--- config.mk ---
export PLATFORM = sky130hd
export DESIGN_NAME = demux_m_flat
export DESIGN_NICKNAME = d
export VERILOG_FILES = /design/src/rtl/demux_m_if.sv /design/src/rtl/demux_m.sv /design/src/flat_wrapper.sv
export SDC_FILE = /design/constraint.sdc
export NUM_CORES = 1
export LEC_CHECK = 0
export ABC_AREA = 1
export CORE_MARGIN = 2
export CORE_UTILIZATION = 30
export CTS_BUF_LIST = sky130_fd_sc_hd__clkbuf_16
export DETAILED_ROUTE_END_ITERATION = 10
export SLEW_MARGIN = 5
export SYNTH_ARGS = -nofsm -noshare
export SYNTH_HDL_FRONTEND = slang
export SYNTH_SLANG_ARGS = --single-unit
export TNS_END_PERCENT = 100
--- constraint.sdc ---
create_clock -name clk -period 2.5 [get_ports clk]
set_clock_uncertainty 0.1 [all_clocks]
set_input_delay 0.75 -clock clk [delete_from_list [all_inputs] [get_ports clk]]
set_output_delay 0.75 -clock clk [all_outputs]
set_load 0.01 [all_outputs]
--- src/rtl/demux_m_if.sv ---
// Stream bundle for the 1-to-2 demultiplexer: one input port, two output
// ports and the per-output delivery counters.
interface demux_m_if #(
    parameter int WIDTH = 8,
    parameter int CNT_W = 8
);
    logic [WIDTH-1:0] data_in;
    logic             sel_a;
    logic             in_valid;
    logic             in_ready;
    logic [WIDTH-1:0] data_a;
    logic             a_valid;
    logic             a_ready;
    logic [WIDTH-1:0] data_b;
    logic             b_valid;
    logic             b_ready;
    logic [CNT_W-1:0] cnt_a;
    logic [CNT_W-1:0] cnt_b;

    modport master (
        output data_in, sel_a, in_valid, a_ready, b_ready,
        input  in_ready, data_a, a_valid, data_b, b_valid, cnt_a, cnt_b
    );

    modport slave (
        input  data_in, sel_a, in_valid, a_ready, b_ready,
        output in_ready, data_a, a_valid, data_b, b_valid, cnt_a, cnt_b
    );
endinterface

--- src/rtl/demux_m.sv ---
// Registered 1-to-2 stream demultiplexer with a one-entry holding register
// per output and per-output delivered-word counters.
module demux_m #(
    parameter int WIDTH = 8,
    parameter int CNT_W = 8
) (
    input logic     clk,
    input logic     rst,
    demux_m_if.slave bus
);
    logic [WIDTH-1:0] data_a_q;
    logic [WIDTH-1:0] data_b_q;
    logic             a_valid_q;
    logic             b_valid_q;
    logic [CNT_W-1:0] cnt_a_q;
    logic [CNT_W-1:0] cnt_b_q;

    logic a_take;
    logic b_take;
    logic a_free;
    logic b_free;
    logic in_rdy;
    logic in_xfer;
    logic load_a;
    logic load_b;

    assign a_take = a_valid_q & bus.a_ready;
    assign b_take = b_valid_q & bus.b_ready;

    // A slot is free if empty or being drained this cycle.
    assign a_free = ~a_valid_q | bus.a_ready;
    assign b_free = ~b_valid_q | bus.b_ready;

    assign in_rdy  = bus.sel_a ? a_free : b_free;
    assign in_xfer = bus.in_valid & in_rdy;
    assign load_a  = in_xfer & bus.sel_a;
    assign load_b  = in_xfer & ~bus.sel_a;

    always_ff @(posedge clk or posedge rst) begin
        if (rst) begin
            data_a_q  <= '0;
            a_valid_q <= 1'b0;
        end else if (load_a) begin
            data_a_q  <= bus.data_in;
            a_valid_q <= 1'b1;
        end else if (a_take) begin
            a_valid_q <= 1'b0;
        end
    end

    always_ff @(posedge clk or posedge rst) begin
        if (rst) begin
            data_b_q  <= '0;
            b_valid_q <= 1'b0;
        end else if (load_b) begin
            data_b_q  <= bus.data_in;
            b_valid_q <= 1'b1;
        end else if (b_take) begin
            b_valid_q <= 1'b0;
        end
    end

    always_ff @(posedge clk or posedge rst) begin
        if (rst) begin
            cnt_a_q <= '0;
        end else if (a_take) begin
            cnt_a_q <= cnt_a_q + 1'b1;
        end
    end

    always_ff @(posedge clk or posedge rst) begin
        if (rst) begin
            cnt_b_q <= '0;
        end else if (b_take) begin
            cnt_b_q <= cnt_b_q + 1'b1;
        end
    end

    assign bus.in_ready = in_rdy;
    assign bus.data_a   = data_a_q;
    assign bus.a_valid  = a_valid_q;
    assign bus.data_b   = data_b_q;
    assign bus.b_valid  = b_valid_q;
    assign bus.cnt_a    = cnt_a_q;
    assign bus.cnt_b    = cnt_b_q;
endmodule

--- src/flat_wrapper.sv ---
// flat-port wrapper written by rule: the top's interface ports become plain ports
module demux_m_flat 
#(
    parameter int WIDTH = 8,
    parameter int CNT_W = 8
)
  (clk, rst, bus_data_in, bus_sel_a, bus_in_valid, bus_a_ready, bus_b_ready, bus_in_ready, bus_data_a, bus_a_valid, bus_data_b, bus_b_valid, bus_cnt_a, bus_cnt_b);
  demux_m_if #(.WIDTH(WIDTH), .CNT_W(CNT_W)) bus_i ();
  input logic clk;
  input logic rst;
  input wire logic [$bits(bus_i.data_in)-1:0] bus_data_in;
  input wire logic [$bits(bus_i.sel_a)-1:0] bus_sel_a;
  input wire logic [$bits(bus_i.in_valid)-1:0] bus_in_valid;
  input wire logic [$bits(bus_i.a_ready)-1:0] bus_a_ready;
  input wire logic [$bits(bus_i.b_ready)-1:0] bus_b_ready;
  output wire logic [$bits(bus_i.in_ready)-1:0] bus_in_ready;
  output wire logic [$bits(bus_i.data_a)-1:0] bus_data_a;
  output wire logic [$bits(bus_i.a_valid)-1:0] bus_a_valid;
  output wire logic [$bits(bus_i.data_b)-1:0] bus_data_b;
  output wire logic [$bits(bus_i.b_valid)-1:0] bus_b_valid;
  output wire logic [$bits(bus_i.cnt_a)-1:0] bus_cnt_a;
  output wire logic [$bits(bus_i.cnt_b)-1:0] bus_cnt_b;
  assign bus_i.data_in = bus_data_in;
  assign bus_i.sel_a = bus_sel_a;
  assign bus_i.in_valid = bus_in_valid;
  assign bus_i.a_ready = bus_a_ready;
  assign bus_i.b_ready = bus_b_ready;
  assign bus_in_ready = bus_i.in_ready;
  assign bus_data_a = bus_i.data_a;
  assign bus_a_valid = bus_i.a_valid;
  assign bus_data_b = bus_i.data_b;
  assign bus_b_valid = bus_i.b_valid;
  assign bus_cnt_a = bus_i.cnt_a;
  assign bus_cnt_b = bus_i.cnt_b;
  demux_m #(.WIDTH(WIDTH), .CNT_W(CNT_W)) u_core (.clk(clk), .rst(rst), .bus(bus_i));
endmodule
Yosys cells after proc, flatten, opt, wreduce, memory -nomap -nowiden --
Index checks and enable logic that the tools add are counted.
Storage, ports and cells: output and inout port bits 35, bits in registers 34, input port bits 14, logic and storage cells 25
Cells by class: bitwise logic cells 10, mux-type cells 5, add/sub/neg operators 2, reduce and logical (&&, ||, !) cells 2
Operators with widths (number):
- adder 8 x 1 -> 8 bit (second input constant) | 2
- bitwise AND 1 bit | 5
- 2-to-1 mux 1 bit | 5
- nonzero test 2 bit | 2
- NOT 1 bit | 3
- bitwise OR 1 bit | 2

Depth between registers and ports, before layout --
Gate-level depths: netlist of run 1.
word-level depth 6, gate-level depth with buffers 6

Worst setup path before layout of run 1 --
OpenSTA, ideal clock, no wires.
kind input to output, start input port bus_b_ready, end output port bus_in_ready, stages on the path 4, data required time 1.650 ns, buffers on the path 0, data arrival time 1.166 ns, path slack 0.484 ns, cell sequence inv_1 nand2_1 nor2_1 a31oi_1
On the way: cells in the longest elaborated chain, start to end 2
RTL lines:
- start, declared | RTL line flat_wrapper.sv:15 | input wire logic [$bits(bus_i.b_ready)-1:0] bus_b_ready;
- bitwise OR 1 bit | RTL line demux_m.sv:32 | assign b_free = ~b_valid_q | bus.b_ready;
- 2-to-1 mux 1 bit | RTL line demux_m.sv:34 | assign in_rdy = bus.sel_a ? a_free : b_free;
- end, declared | RTL line flat_wrapper.sv:16 | output wire logic [$bits(bus_i.in_ready)-1:0] bus_in_ready;
Every way passes these cells.

Worst setup path in the final report of run 1 --
start input port bus_sel_a, end output port bus_in_ready
On the way: cells in the longest elaborated chain, start to end 1
RTL lines:
- start, declared | RTL line flat_wrapper.sv:12 | input wire logic [$bits(bus_i.sel_a)-1:0] bus_sel_a;
- 2-to-1 mux 1 bit | RTL line demux_m.sv:34
Every way passes these cells.

==> results by group, run 1 <==
Synth
  • FF+latch count, synth: 34
  • Netlist cell types: 20
  • Number of synthesized flops with an enable pin: 0
  • Synthesized area per cell: 9.36 um2
  • Seq/Total Area, Yosys: 0.557
  • Post-synth top flop: dfrtp_1
  • Async SR Flop Fraction: 1.00
  • Gate Count Post-Synth: 163
  • Yosys warns: 0
  • Mapped Area: 0.00153 mm2
  • Syn_nets: 179

Power and ir drop
  • Clock share of power: 0.292
  • Switching part of the total power: 0.304
  • Net switching power: 608 uW
  • PD cells: 899 mW/mm2
  • Lkg Pwr: 1.07 nW
  • Sequential share of power: 0.402
  • Logic pwr share: 0.306
  • Max IR drop VDD: 0.467 mV
  • P_int: 1.39 mW

Placed design
  • # placed instances: 279
  • Placed Area: 0.00209 mm2
  • Port Buffers: 48
  • GPL Wtd Cong: 0.715
  • Pre-CTS WS: -0.494 ns
  • HPWL Detailed: 2.19 mm

Timing
  • Final Hold Viols: 0
  • F_max: 0.410 GHz
  • WHS: 0.382 ns
  • Final setup violation count: 0
  • Slew @ Worst Pin: 0.435 ns
  • Slew Limit Fails: 0
  • Final Critical Period: 2.44 ns
  • Slew HR: 0.710
  • Final worst slack: 0.0601 ns
  • Tcrit/Tclk final: 0.976
  • Unrepaired setup endpoints after global routing: no

Floorplan
  • DIE HEIGHT: 75.3 um
  • Chip Width: 75.3 um
  • Num ports: 49
  • FP Rows: 25
  • Core footprint: 0.00482 mm2
  • Initial core utilization: 0.317
  • Die footprint: 0.00567 mm2

Critical path
  • Critical path startpoint category: primary input
  • Slowest cell on crit path: clkdlybuf4s50_1
  • WS Path Type: in2out
  • Buf/Inv on CP: 2
  • Slowest stage delay, CP: 0.50 ns
  • WP data required: 1.65 ns
  • Delay-heaviest family, CP: buffers and inverters
  • Crit-path max FO: 3
  • Worst-path cell chain: clkdlybuf4s50_1 -> nor2_1 -> a31oi_1 -> buf_2
  • Crit end category: primary output
  • Critical path arrival: 1.59 ns
  • Flop2flop setup slack: 1.22 ns

Cells and area
  • Layout area overhead: 45.7%
  • Post-Layout Cell Count: 287
  • Fin nets: 235
  • Design area: 0.00222 mm2
  • # fillers: 491
  • Antenna cells: 0
  • Share of layout cells above drive strength 1: 0.114
  • Final Util: 0.462

Route
  • Post-route DRC: 0
  • Uppermost layer routed: met4
  • Met2 wire length: 1.25 mm
  • Routed wire per std cell: 10.5 um
  • M1 WL: 1.39 mm
  • Remaining antenna violation count after routing: 0
  • First-pass DRT Iterations: 4
  • Via count: 1178
  • Drt total wl: 3.03 mm
  • Routed vias/inst: 4.10
  • Routed wl met3: 334 um
  • DRC marker count from the first detailed-route iteration: 33

CTS
  • CTS clk-pin slew, worst paths: 0.05 ns
  • TritonCTS clock tree: done
  • H-Tree Depth: 2
  • Num CTS Buffers: 5
  • Clock Tree Root: clkbuf_16
  • Number of hold buffers added after CTS: 0
  • Postcts setup bufs: 0
  • Clk sinks: 34
  • Worst skew pair latency: 0.27 ns
  • Post-CTS sizing: 7
  • Clk buf depth: 2

Hold path
  • Worst hold-check path type: reg2reg

Run status
  • Outcome: finished, final reports clean

Global route
  • First-pass GRT wire length: 5.28 mm
  • Largest net degree at the start of global routing: 35
  • Gr usage total: 0.126
  • Remaining Overflow, GRT: 0
  • Vias in the first global route: 1116
  • Antenna violations before repair: 0

Flow run
  • Max Cap Violations: 0
## power groups by stage
stage / Sequential (mW) / Combinational [mW] / Clock, mW
CTS: 0.807 / 0.622 / 0.599
global placement: 0.816 / 0.613 / 0
detailed placement: 0.814 / 0.620 / 0
finish: 0.805 / 0.611 / 0.584
floorplan: 0.860 / 0.228 / 0
global route: 0.833 / 0.689 / 0.640
## cell type report
class | count | area (um2) | share of cell area
Sequential cell | 34 | 851 | 0.382
Clock inverter | 3 | 16.3 | 0.00731
Multi-Input combinational cell | 101 | 556 | 0.250
Inverter | 26 | 97.6 | 0.0439
Timing Repair Buffer | 51 | 495 | 0.223
Clock buffer | 5 | 125 | 0.0562
Tap cell | 67 | 83.8 | 0.0377
## cell families after synthesis
group,count (synthesis),share of synthesized area
xor+xnor,7,0.0402
mux,1,0.00738
compound gates,18,0.0795
fa+ha+maj,2,0.0164
buf+inv,28,0.0787
flops,34,0.557
simple gates,73,0.221
## worst min-delay path, cell delays in order (launching register included)
cell     delay [ns]
dfrtp_1        0.34
nand2_1        0.06
o21ai_2        0.05
## per-layer routing
metal	up-vias	global-route usage
met3	5	0.0701
li1	617	-
met2	41	0.174
met1	515	0.165
met5	-	0
met4	0	0.0468
## Yosys cell counts, types with 2 or more instances
cell type,count,area (um2)
xnor2_1,4,35.0
inv_1,26,97.6
nor2_1,8,30.0
ha_1,2,25.0
nand3_1,6,30.0
nand3b_1,2,15.0
o21ai_2,8,70.1
buf_6,2,22.5
nand2_1,52,195
o21ai_1,8,40.0
dfrtp_1,34,851
xor2_1,3,26.3
## metrics by stage
step	power [mW]	setup TNS [ns]
after global placement	1.43	-0.482
final	2.00	0
after global routing	2.16	0
after detailed placement	1.43	-0.494
after CTS	2.03	0
after floorplan	1.09	0
## worst paths after layout
kind | cells past startpoint | start | endpoint
max | 4 | bus_sel_a | bus_in_ready
min | 2 | u_core.bus.data_b[0]$_DFFE_PP0P_ | u_core.bus.data_b[0]$_DFFE_PP0P_
max reg2reg | 6 | u_core.bus.cnt_b[0]$_DFFE_PP0P_ | u_core.bus.cnt_b[4]$_DFFE_PP0P_
min reg2reg | 2 | u_core.bus.data_b[0]$_DFFE_PP0P_ | u_core.bus.data_b[0]$_DFFE_PP0P_
max in group asynchronous | 3 | rst | u_core.bus.cnt_a[6]$_DFFE_PP0P_
min in group asynchronous | 3 | rst | u_core.bus.cnt_b[3]$_DFFE_PP0P_
## sequential cells by signal, indices dropped and copies added, names as in the netlist
name	cells
u_core.bus.a_valid	1
u_core.bus.b_valid	1
u_core.bus.cnt_a	8
u_core.bus.cnt_b	8
u_core.bus.data_a	8
u_core.bus.data_b	8
## layout by cell type (no fill, tap or decap)
cell type / netlist / final
mux2_2: 1 / 1
nor2_2: 1 / 1
inv_1: 26 / 26
nand2_2: 1 / 1
xor2_1: 3 / 3
nand2_1: 52 / 52
clkinv_1: 0 / 1
nand3_4: 1 / 1
nor2_1: 8 / 8
xnor2_1: 4 / 4
nand3_1: 6 / 6
buf_2: 0 / 1
dfrtp_1: 34 / 34
nand3b_1: 2 / 2
o21ai_2: 8 / 8
dlygate4sd2_1: 0 / 2
clkinv_2: 0 / 1
clkdlybuf4s50_1: 0 / 45
o21ai_0: 1 / 1
nand3b_4: 1 / 1
o21ai_1: 8 / 8
nor3_4: 1 / 1
a31oi_1: 1 / 1
buf_4: 0 / 3
ha_1: 2 / 2
clkbuf_16: 0 / 5
clkinvlp_4: 0 / 1
Power figures use the tool's default switching activity.
==> run 2, diff against run 1 <==
CTS_BUF_LIST = not set   (was sky130_fd_sc_hd__clkbuf_16)
SKIP_LAST_GASP = 1   (was not set)
==> run 2 against run 1 <==
  * Sequential share of layout area increased by 0.81 points
  * Sequential power hardly changed
  * Non-clock buffer count unchanged
  * Worst hold slack improved by 0.0037 ns
  * Register-to-register slack hardly changed
  * Global-route usage is 0.20 points lower
  * Critical path depth stayed put
  * Die area stayed put
  * Final cell count is the same
  * Power is 7.9% lower
  * First-iteration DRC count grew 6.1%
  * Routed wire length decreased by 0.60%
  * Critical path type unchanged
  * Critical endpoint unchanged
==> results by group, run 2 (same netlist as run 1, synthesis figures left out) <==
CTS
  • Number of hold buffers added after CTS: 0
  • Clk buf depth: 2
  • TritonCTS clock tree: done
  • Num CTS Buffers: 5
  • Clock Tree Root: clkbuf_8
  • Clk sinks: 34
  • CTS clk-pin slew, worst paths: 0.07 ns
  • Worst skew pair latency: 0.28 ns
  • H-Tree Depth: 2

Cells and area
  • Fin nets: 235
  • Most frequent cells in the layout: nand2_1, clkdlybuf4s50_1, dfrtp_1, inv_1
  • Antenna cells: 0
  • Share of layout cells above drive strength 1: 0.118
  • Post-Layout Cell Count: 287
  • Most common cell after layout, fill and taps aside: nand2_1
  • Layout area overhead: 42.7%

Floorplan
  • Core footprint: 0.00482 mm2
  • Die footprint: 0.00567 mm2
  • Chip Width: 75.3 um
  • DIE HEIGHT: 75.3 um
  • Num ports: 49
  • Initial core utilization: 0.317
  • FP Rows: 25

Global route
  • Largest net degree at the start of global routing: 35
  • Vias in the first global route: 1120
  • Remaining Overflow, GRT: 0
  • First-pass GRT wire length: 5.24 mm
  • Gr usage total: 0.124
  • Antenna violations before repair: 0

Route
  • Via count: 1167
  • Remaining antenna violation count after routing: 0
  • DRC marker count from the first detailed-route iteration: 35
  • First-pass DRT Iterations: 4
  • Routed vias/inst: 4.07
  • Post-route DRC: 0
  • Routed wire per std cell: 10.5 um
  • Drt total wl: 3.01 mm

Timing
  • Final Hold Viols: 0
  • Final setup violation count: 0
  • Slew HR: 0.714
  • F_max: 0.410 GHz
  • Unrepaired setup endpoints after global routing: no
  • Slew Limit Fails: 0
  • Slew @ Worst Pin: 0.429 ns
  • Tcrit/Tclk final: 0.975
  • Setup TNS: 0 ns
  • Final Critical Period: 2.44 ns

Placed design
  • HPWL Detailed: 2.19 mm
  • # placed instances: 279
  • GPL Wtd Cong: 0.715
  • Port Buffers: 48

Critical path
  • Crit-path max FO: 3
  • Flop2flop setup slack: 1.22 ns
  • Delay-heaviest family, CP: buffers and inverters
  • Buf/Inv on CP: 2
  • WP data required: 1.65 ns
  • Critical path startpoint category: primary input
  • Worst-path cell chain: clkdlybuf4s50_1 -> nor2_1 -> a31oi_1 -> buf_2
  • Slowest cell on crit path: clkdlybuf4s50_1
  • Slowest stage delay, CP: 0.50 ns
  • Crit end category: primary output
  • WS Path Type: in2out
  • Critical path arrival: 1.59 ns

Power and ir drop
  • Lkg Pwr: 1.05 nW
  • Max IR drop VDD: 0.397 mV
  • PD cells: 846 mW/mm2

Run status
  • Outcome: finished, final reports clean

Hold path
  • Worst hold-check path type: reg2reg

Flow run
  • Max Cap Violations: 0
## run 2: changes by cell type in the layout (fill, tap and decap cells not counted), sizes merged
cell	previous run	this run
clkbuf	5	6
clkinv	2	1
## run 2: layer usage
metal | track usage | part of all wire | up-vias
met5 | 0 | 0 | -
met4 | 0.0468 | 0.014 | 0
met3 | 0.0661 | 0.11 | 5
met2 | 0.170 | 0.41 | 37
met1 | 0.165 | 0.47 | 510
li1 | - | - | 615
## run 2: layout make-up
class	count	area, um2
multi-input combinational	101	556
sequential	34	851
fill	493	2640
clock buffer	6	82.6
tap	67	83.8
clock inverter	2	12.5
inverter	26	97.6
timing repair buffer	51	495
## run 2: worst register-to-register path: stages (launching register included)
cell,delay (ns)
dfrtp_1,0.42
ha_1,0.17
inv_1,0.07
nor3_4,0.24
nand2_1,0.09
nand2_1,0.06
nand2_1,0.04
## run 2: final timing paths
path	start	to	depth (start not counted)
max	bus_sel_a	bus_in_ready	4
min	u_core.bus.data_b[0]$_DFFE_PP0P_	u_core.bus.data_b[0]$_DFFE_PP0P_	2
max reg2reg	u_core.bus.cnt_b[0]$_DFFE_PP0P_	u_core.bus.cnt_b[4]$_DFFE_PP0P_	6
min reg2reg	u_core.bus.data_b[0]$_DFFE_PP0P_	u_core.bus.data_b[0]$_DFFE_PP0P_	2
max in group asynchronous	rst	u_core.bus.cnt_a[6]$_DFFE_PP0P_	3
min in group asynchronous	rst	u_core.bus.cnt_b[3]$_DFFE_PP0P_	3
## run 2: what timing repair did
action | CTS | global route
buffers inserted | 0 | 0
resized for setup | 7 | 0
setup endpoints to repair | 1 | 0
## run 2: where the power goes
group	total, mW	switching, mW	internal [mW]	leakage (nW)
clock network	0.429	0.207	0.221	0.0472
logic	0.610	0.265	0.346	0.596
registers	0.804	0.122	0.682	0.409
## run 2: per-stage QoR
step           instance area (um2)  worst slack, ns  power [mW]  utilization  hold WS [ns]
6_report                      2180           0.0617        1.84        0.452         0.385
5_1_grt                       2180           0.0121        1.99        0.452         0.400
4_1_cts                       2180           0.0483        1.87        0.452         0.387
3_5_place_dp                  2090           -0.494        1.43        0.434         0.369
3_3_place_gp                  2090           -0.482        1.43        0.434         0.365
2_1_floorplan                 1530            0.484        1.09            -         0.422
